`config.mk`:
```
export PLATFORM = sky130hd
export DESIGN_NAME = design_33
export DESIGN_NICKNAME = d
export VERILOG_FILES = /design/src/rtl/design_33.sv
export SDC_FILE = /design/constraint.sdc
export NUM_CORES = 1
export LEC_CHECK = 0
export CAP_MARGIN = 20
export CORE_MARGIN = 2
export CORE_UTILIZATION = 47
export CTS_CLUSTER_SIZE = 28
export DETAILED_ROUTE_END_ITERATION = 10
export GPL_TIMING_DRIVEN = 0
export HOLD_SLACK_MARGIN = 0.03
export PLACE_DENSITY = 0.84
export SLEW_MARGIN = 20
export SYNTH_ARGS = -nofsm -noshare
export SYNTH_HDL_FRONTEND = slang
export SYNTH_SLANG_ARGS = --single-unit
```
`constraint.sdc`:
```
create_clock -name clk -period 2.1 [get_ports clk]
set_clock_uncertainty 0.2 [all_clocks]
set_input_delay 0.42 -clock clk [delete_from_list [all_inputs] [get_ports clk]]
set_output_delay 0.42 -clock clk [all_outputs]
set_load 0.02 [all_outputs]
```
`src/rtl/design_33.sv`:
```
// Registered W-bit adder: a start pulse captures (a + b) mod 2^W into y,
// and valid follows one clock later as a one-cycle strobe.
module design_33 #(
   parameter int W = 16
) (
   input  logic         clk,
   input  logic         rst_n,
   input  logic         start,
   input  logic [W-1:0] a,
   input  logic [W-1:0] b,
   output logic [W-1:0] y,
   output logic         valid
);

   logic [W-1:0] sum_reg;
   logic         valid_reg;
   logic [W-1:0] sum_next;

   // Carry-out is dropped by the W-bit assignment width.
   assign sum_next = a + b;

   always_ff @(posedge clk or negedge rst_n) begin
      if (!rst_n) begin
         sum_reg   <= '0;
         valid_reg <= 1'b0;
      end else begin
         valid_reg <= start;
         if (start) begin
            sum_reg <= sum_next;
         end
      end
   end

   assign y     = sum_reg;
   assign valid = valid_reg;

endmodule

```
==> results of run 1 <==
==> per-stage QoR <==
stage | total power, mW | instances | cell area (um^2) | hold WS [ns]
floorplan | 0.7663 | 147 | 1386 | -0.07559
CTS | 1.295 | 237 | 2172 | 0.3041
detailed placement | 1.034 | 229 | 1936 | 0.2757
global placement | 1.018 | 229 | 1936 | 0.2700
finish | 1.409 | 243 | 2317 | 0.2614
global route | 1.465 | 243 | 2317 | 0.2823
==> layer usage <==
metal,up-vias,global-route usage (%),share of wire (%),wire length [um]
met5,-,0,0,0
met4,0,14.62,6.5,366
met3,42,5.804,8.2,459
met2,129,50.81,51,2857
met1,767,34.94,35,1948
li1,692,-,-,-
==> cell usage in the layout (no fill, tap or decap), types with 7 or more instances in the layout <==
cell type / instances
ha_4: 10
buf_4: 9
a21oi_1: 7
mux2_2: 7
dlygate4sd2_1: 7
dlymetal6s2s_1: 7
nand2_1: 13
clkdlybuf4s50_1: 35
dfrtp_1: 17
==> power groups by stage <==
stage | clock [mW] | combinational, mW | sequential [mW]
detailed placement | 0 | 0.601 | 0.433
floorplan | 0 | 0.252 | 0.514
global route | 0.213 | 0.815 | 0.437
global placement | 0 | 0.589 | 0.429
CTS | 0.191 | 0.676 | 0.428
finish | 0.202 | 0.777 | 0.430
==> critical path, delay by kind of cell <==
family,cells,cell delay (ns)
and+or+nand+nor,1,0.08
buffers and inverters,1,0.27
adders and majority gates,1,0.36
AOI/OAI and AO/OA,4,1.04
==> cells by family after synthesis <==
kind of cell,after synthesis
DFF,17
adders and majority gates,16
muxes,9
xor gates and xnor gates,8
and+or+nand+nor,40
buffers and inverters,9
AOI/OAI and AO/OA,48
==> layout make-up <==
cell class / count / area [um^2]
Tap cell: 31 / 38.79
Multi-Input combinational cell: 121 / 1204
Clock buffer: 4 / 26.28
Fill cell: 156 / 440.4
Inverter: 6 / 22.52
Buffer: 3 / 12.51
Sequential cell: 17 / 425.4
Timing Repair Buffer: 61 / 588.1
==> how the worst max path moves through the flow <==
stage | end | slack (ns)
floorplan | y[10] | -0.02
global placement | y[10] | -0.64
detailed placement | y[10] | -0.65
CTS | y[8] | -0.01
global route | y[12] | -0.08
finish | y[9] | -0.05
==> repair_timing <==
| item | in CTS | in global routing |
|---|---|---|
| buffers inserted | 4 | 6 |
| resized for setup | 43 | 28 |
| endpoints found under the hold margin | 0 | 0 |
| setup endpoints to repair | 12 | 11 |
| pin swaps | 16 | 18 |
| cloned | 0 | 0 |
==> summary.txt, run 1 <==
Status
  – Outcome: finished with violations
  – Failing checks: negative setup slack

Final layout
  – Final core utilization: 84.03%
  – Area grow syn2layout: 69.44%
  – Layout cells sized above 1: 29.25%
  – Layout Nets: 264
  – Antenna cells: 0
  – Max reg flops: 16

GRT
  – Largest net degree at the start of global routing: 18
  – GR Util All Layers: 29.50%
  – Vias in the first global route: 1620
  – First-pass GRT wire length: 7.507 mm
  – Antenna violations before repair: 0
  – Total gr overflow: 0

Worst hold path
  – HP Class: in2reg
  – Hold Startpoint: b[0]
  – WHS Endpoint: y[0]
  – Worst hold stages: 3

Timing
  – Final setup TNS: -0.1050 ns
  – Final worst-path setup slack: -0.05458 ns
  – Fin crit share: 102.6%
  – Final hold viol count: 0
  – Max Freq: 0.4641 GHz
  – RSZ-0062 raised after global routing: yes
  – Worst Tran Pin Value: 0.8252 ns
  – Fin. max-slew vios: 0
  – Slew headroom: 44.82%
  – # setup viols final: 2
  – Fin crit period: 2.155 ns

Synthesis
  – Top cells by area, synth: dfrtp_1 31%, ha_1 14%, mux2_2 5.8%
  – Synth warn: 0
  – Post-Syn Nets: 198
  – Number of synthesized register bits: 17
  – Largest family of logic cells by synthesized area: compound AO/OA/AOI/OAI gates
  – Synthesized area: 1368 um^2
  – Post-synthesis compound-gate area fraction: 24.52%
  – Prevailing post-synth register cell: dfrtp_1
  – Fraction of registers with async set/reset: 100.0%
  – Seq/Total Area, Yosys: 31.11%
  – Synth Area in Adders: 15.19%
  – Synth Area in Simple Gates: 14.36%
  – XOR/XNOR share of the synthesized area: 5.124%
  – EDFF count, synth: 0
  – Post-synthesis cell count: 147
  – Top-count cell post-synth: dfrtp_1
  – Share of the synthesized area in the top cell type: 31.11%
  – Synth cell types: 41
  – Post-synthesis mux area share: 7.228%
  – Synth Area per Inst: 9.303 um^2
  – Post-synth top cells: 17 x dfrtp_1, 15 x a21oi_1, 15 x ha_1, 15 x nand2_1, 9 x nor2_1
  – Leading area contributor after synthesis: dfrtp_1

Power
  – Gate power share: 55.1%
  – Worst VDD drop: 0.0005665 V
  – Clock network power share: 14.3%
  – PwrDens: 607.9 nW/um^2
  – P_leak: 0.9546 nW
  – Sequential Power Share: 30.5%
  – P_sw: 0.5634 mW
  – Sw Ratio: 40.00%
  – Internal: 0.8452 mW

Critical path
  – Crit start category: primary input
  – Crit path DAT: 2.17 ns
  – R2r endpoint: y[9]
  – R2R setup slack: 0.79 ns
  – Largest fanout on the critical path: 3
  – CP max stage delay: 0.36 ns
  – Worst endpoint required time: 2.12 ns
  – CP endpoint kind: flip-flop
  – Critical path type: in2reg
  – Crit path max-delay cell type: ha_1
  – FF-to-FF Start: y[9]
  – Critical Path, Cell by Cell: dlygate4sd2_1, ha_1, a211oi_4, o31ai_4, a21boi_4, nor4_2, a311o_1
  – CP Launch Point: b[1]
  – Reg2Reg Depth: 3

CTS
  – CTS tree: done
  – Clk root buf: clkbuf_4
  – CTS hold repair buffers: 0
  – Clock slew at reported path FFs: 0.12 ns
  – H-tree depth: 1
  – CTS buffer count: 3
  – Clock latency on the worst-skew pair: 0.31 ns
  – Bufs on Longest Clock Path: 2
  – Total clock sinks: 17

Routing
  – Routed Antenna Nets: 0
  – Drt first pass iters: 7
  – # DRC: 0
  – Routed len/inst: 23.17 um
  – WL final: 5.631 mm
  – Initial drt markers: 179
  – Vias/cell: 6.708
  – DR vias: 1630

Flow run
  – Max-capacitance violation count: 0

Floorplanning
  – # IOs: 52
  – Core footprint: 2758 um^2
  – Starting density of the core: 49.59%
  – Die area: 3357 um^2
  – Die H: 57.94 um
  – Die width: 57.94 um
  – # rows: 19

Placement
  – GPL Wtd Cong: 0.8439
  – Port bufs: 51
  – Post-DP HPWL: 2.824 mm
  – Dpl ws: -0.6541 ns
No activity file was read; power rests on OpenSTA's default activity.
==> inputs of run 2 (changes only) <==
--- a/config.mk
+++ b/config.mk
@@ -12,6 +12,7 @@
 export DETAILED_ROUTE_END_ITERATION = 10
 export GPL_TIMING_DRIVEN = 0
 export HOLD_SLACK_MARGIN = 0.03
+export MAX_ROUTING_LAYER = met4
 export PLACE_DENSITY = 0.84
 export SLEW_MARGIN = 20
 export SYNTH_ARGS = -nofsm -noshare
==> summary.txt, run 2 (synthesized netlist as in run 1, its figures left out) <==
GRT
  – Largest net degree at the start of global routing: 18
  – First-pass GRT wire length: 7.493 mm
  – GR Util All Layers: 31.08%
  – Total gr overflow: 0
  – Antenna violations before repair: 0
  – Vias in the first global route: 1567

Final layout
  – Max reg flops: 16
  – Multi-input gate area: 1199 um^2
  – Most common cell after layout, fill and taps aside: clkdlybuf4s50_1
  – Layout cells sized above 1: 29.25%
  – Layout Nets: 264
  – Antenna cells: 0
  – Commonest non-fill, non-tap cells in the layout: 33 x clkdlybuf4s50_1, 17 x dfrtp_1, 13 x nand2_1
  – Seq. cell area: 425.4 um^2
  – Area grow syn2layout: 69.08%
  – Fillers: 167

Status
  – Outcome: finished with violations
  – Failing checks: negative setup slack

Power
  – Worst VDD drop: 0.0005791 V
  – Clock network power share: 13.8%
  – Sw Ratio: 38.46%
  – Sequential Power Share: 31.0%
  – Gate power share: 55.2%
  – Internal: 0.8480 mW
  – PwrDens: 596.0 nW/um^2
  – P_sw: 0.5300 mW
  – Post-route total power: 1.378 mW
  – P_leak: 0.9675 nW

Placement
  – Port bufs: 51
  – Post-DP HPWL: 3.105 mm
  – GPL Wtd Cong: 0.8441
  – Dpl ws: -0.7068 ns

CTS
  – Bufs on Longest Clock Path: 2
  – CTS hold repair buffers: 0
  – Total clock sinks: 17
  – Clk root buf: clkbuf_4
  – H-tree depth: 1
  – Clock latency on the worst-skew pair: 0.30 ns
  – CTS buffer count: 3
  – Clock slew at reported path FFs: 0.10 ns
  – CTS tree: done

Routing
  – DR vias: 1502
  – Initial drt markers: 95
  – Drt first pass iters: 4
  – # DRC: 0
  – Routed len/inst: 20.24 um
  – Vias/cell: 6.181
  – WL final: 4.919 mm
  – Routed Antenna Nets: 0

Timing
  – Hold_ws: 0.2798 ns
  – Final worst-path setup slack: -0.04265 ns
  – Fin. max-slew vios: 0
  – Final setup TNS: -0.04265 ns
  – Fin crit period: 2.143 ns
  – # setup viols final: 1
  – Fin crit share: 102.0%
  – Max Freq: 0.4667 GHz
  – Slew headroom: 43.80%
  – Worst Tran Pin Value: 0.8404 ns
  – Final hold viol count: 0
  – RSZ-0062 raised after global routing: yes

Critical path
  – CP endpoint kind: flip-flop
  – Largest fanout on the critical path: 3
  – Critical path type: in2reg
  – Crit path DAT: 2.14 ns
  – Crit start category: primary input
  – Worst endpoint required time: 2.10 ns

Floorplanning
  – Die area: 3357 um^2
  – # IOs: 52
  – Die width: 57.94 um
  – Core footprint: 2758 um^2
  – Die H: 57.94 um
  – Starting density of the core: 49.59%
  – # rows: 19

Flow run
  – Max-capacitance violation count: 0

Worst hold path
  – HP Class: in2reg
[run 2: worst max-delay path, cell delays in order]
cell and delay (ns):
dlygate4sd2_1 0.28, ha_1 0.32, a211oi_2 0.30, o31ai_4 0.13
a21boi_2 0.27, nor4_1 0.11, a311o_1 0.32
[run 2: worst paths after layout]
kind / depth (start not counted) / endpoint / startpoint / slack [ns]
max: 7 / y[9] / b[1] / -0.04
min: 3 / y[0] / b[0] / 0.28
max reg2reg: 3 / y[9] / y[9] / 0.91
min reg2reg: 2 / y[14] / y[14] / 0.31
max in group asynchronous: 1 / y[2] / rst_n / 0.80
min in group asynchronous: 1 / y[12] / rst_n / 0.39
[run 2: power by group through the flow]
| stage | Combinational (mW) | Clock [mW] | Sequential (mW) |
|---|---|---|---|
| 2_1_floorplan | 0.252 | 0 | 0.514 |
| 3_3_place_gp | 0.590 | 0 | 0.429 |
| 3_5_place_dp | 0.606 | 0 | 0.432 |
| 4_1_cts | 0.690 | 0.190 | 0.427 |
| 5_1_grt | 0.805 | 0.199 | 0.436 |
| 6_report | 0.761 | 0.190 | 0.427 |
[run 2: metrics by stage]
stage / std cells / util [%] / instance area (um^2)
after floorplan: 147 / - / 1386
after global placement: 229 / 70.19 / 1936
after detailed placement: 229 / 70.19 / 1936
after CTS: 241 / 79.36 / 2188
after global routing: 243 / 83.85 / 2312
final: 243 / 83.85 / 2312
[run 2: area by class of cell]
class,count,share of cell area [%]
multi-input cells,121,51.84
repair buffers,61,25.38
flip-flops and latches,17,18.40
well taps,31,1.677
clock buffers,4,1.136
inverters,6,0.9740
plain buffers,3,0.5952
[run 2: layer usage]
metal / vias up / routed length [um] / GRT usage, %
li1: 683 / - / -
met1: 725 / 1907 / 35.94
met2: 76 / 2549 / 52.27
met3: 18 / 269 / 4.688
met4: 0 / 192 / 15.61
met5: - / 0 / -
[run 2: timing repair]
action,CTS,global route
resized for setup,49,29
pin swaps,23,18
endpoints found under the setup margin,12,11
setup buffers,8,2
cloned,0,0
==> inputs of run 3 (changes only) <==
--- a/config.mk
+++ b/config.mk
@@ -8,7 +8,7 @@
 export CAP_MARGIN = 20
 export CORE_MARGIN = 2
 export CORE_UTILIZATION = 47
-export CTS_CLUSTER_SIZE = 28
+export CTS_CLUSTER_SIZE = 8
 export DETAILED_ROUTE_END_ITERATION = 10
 export GPL_TIMING_DRIVEN = 0
 export HOLD_SLACK_MARGIN = 0.03
==> results of run 3 <==
Final layout, timing and power as in run 2 (identical DEF).
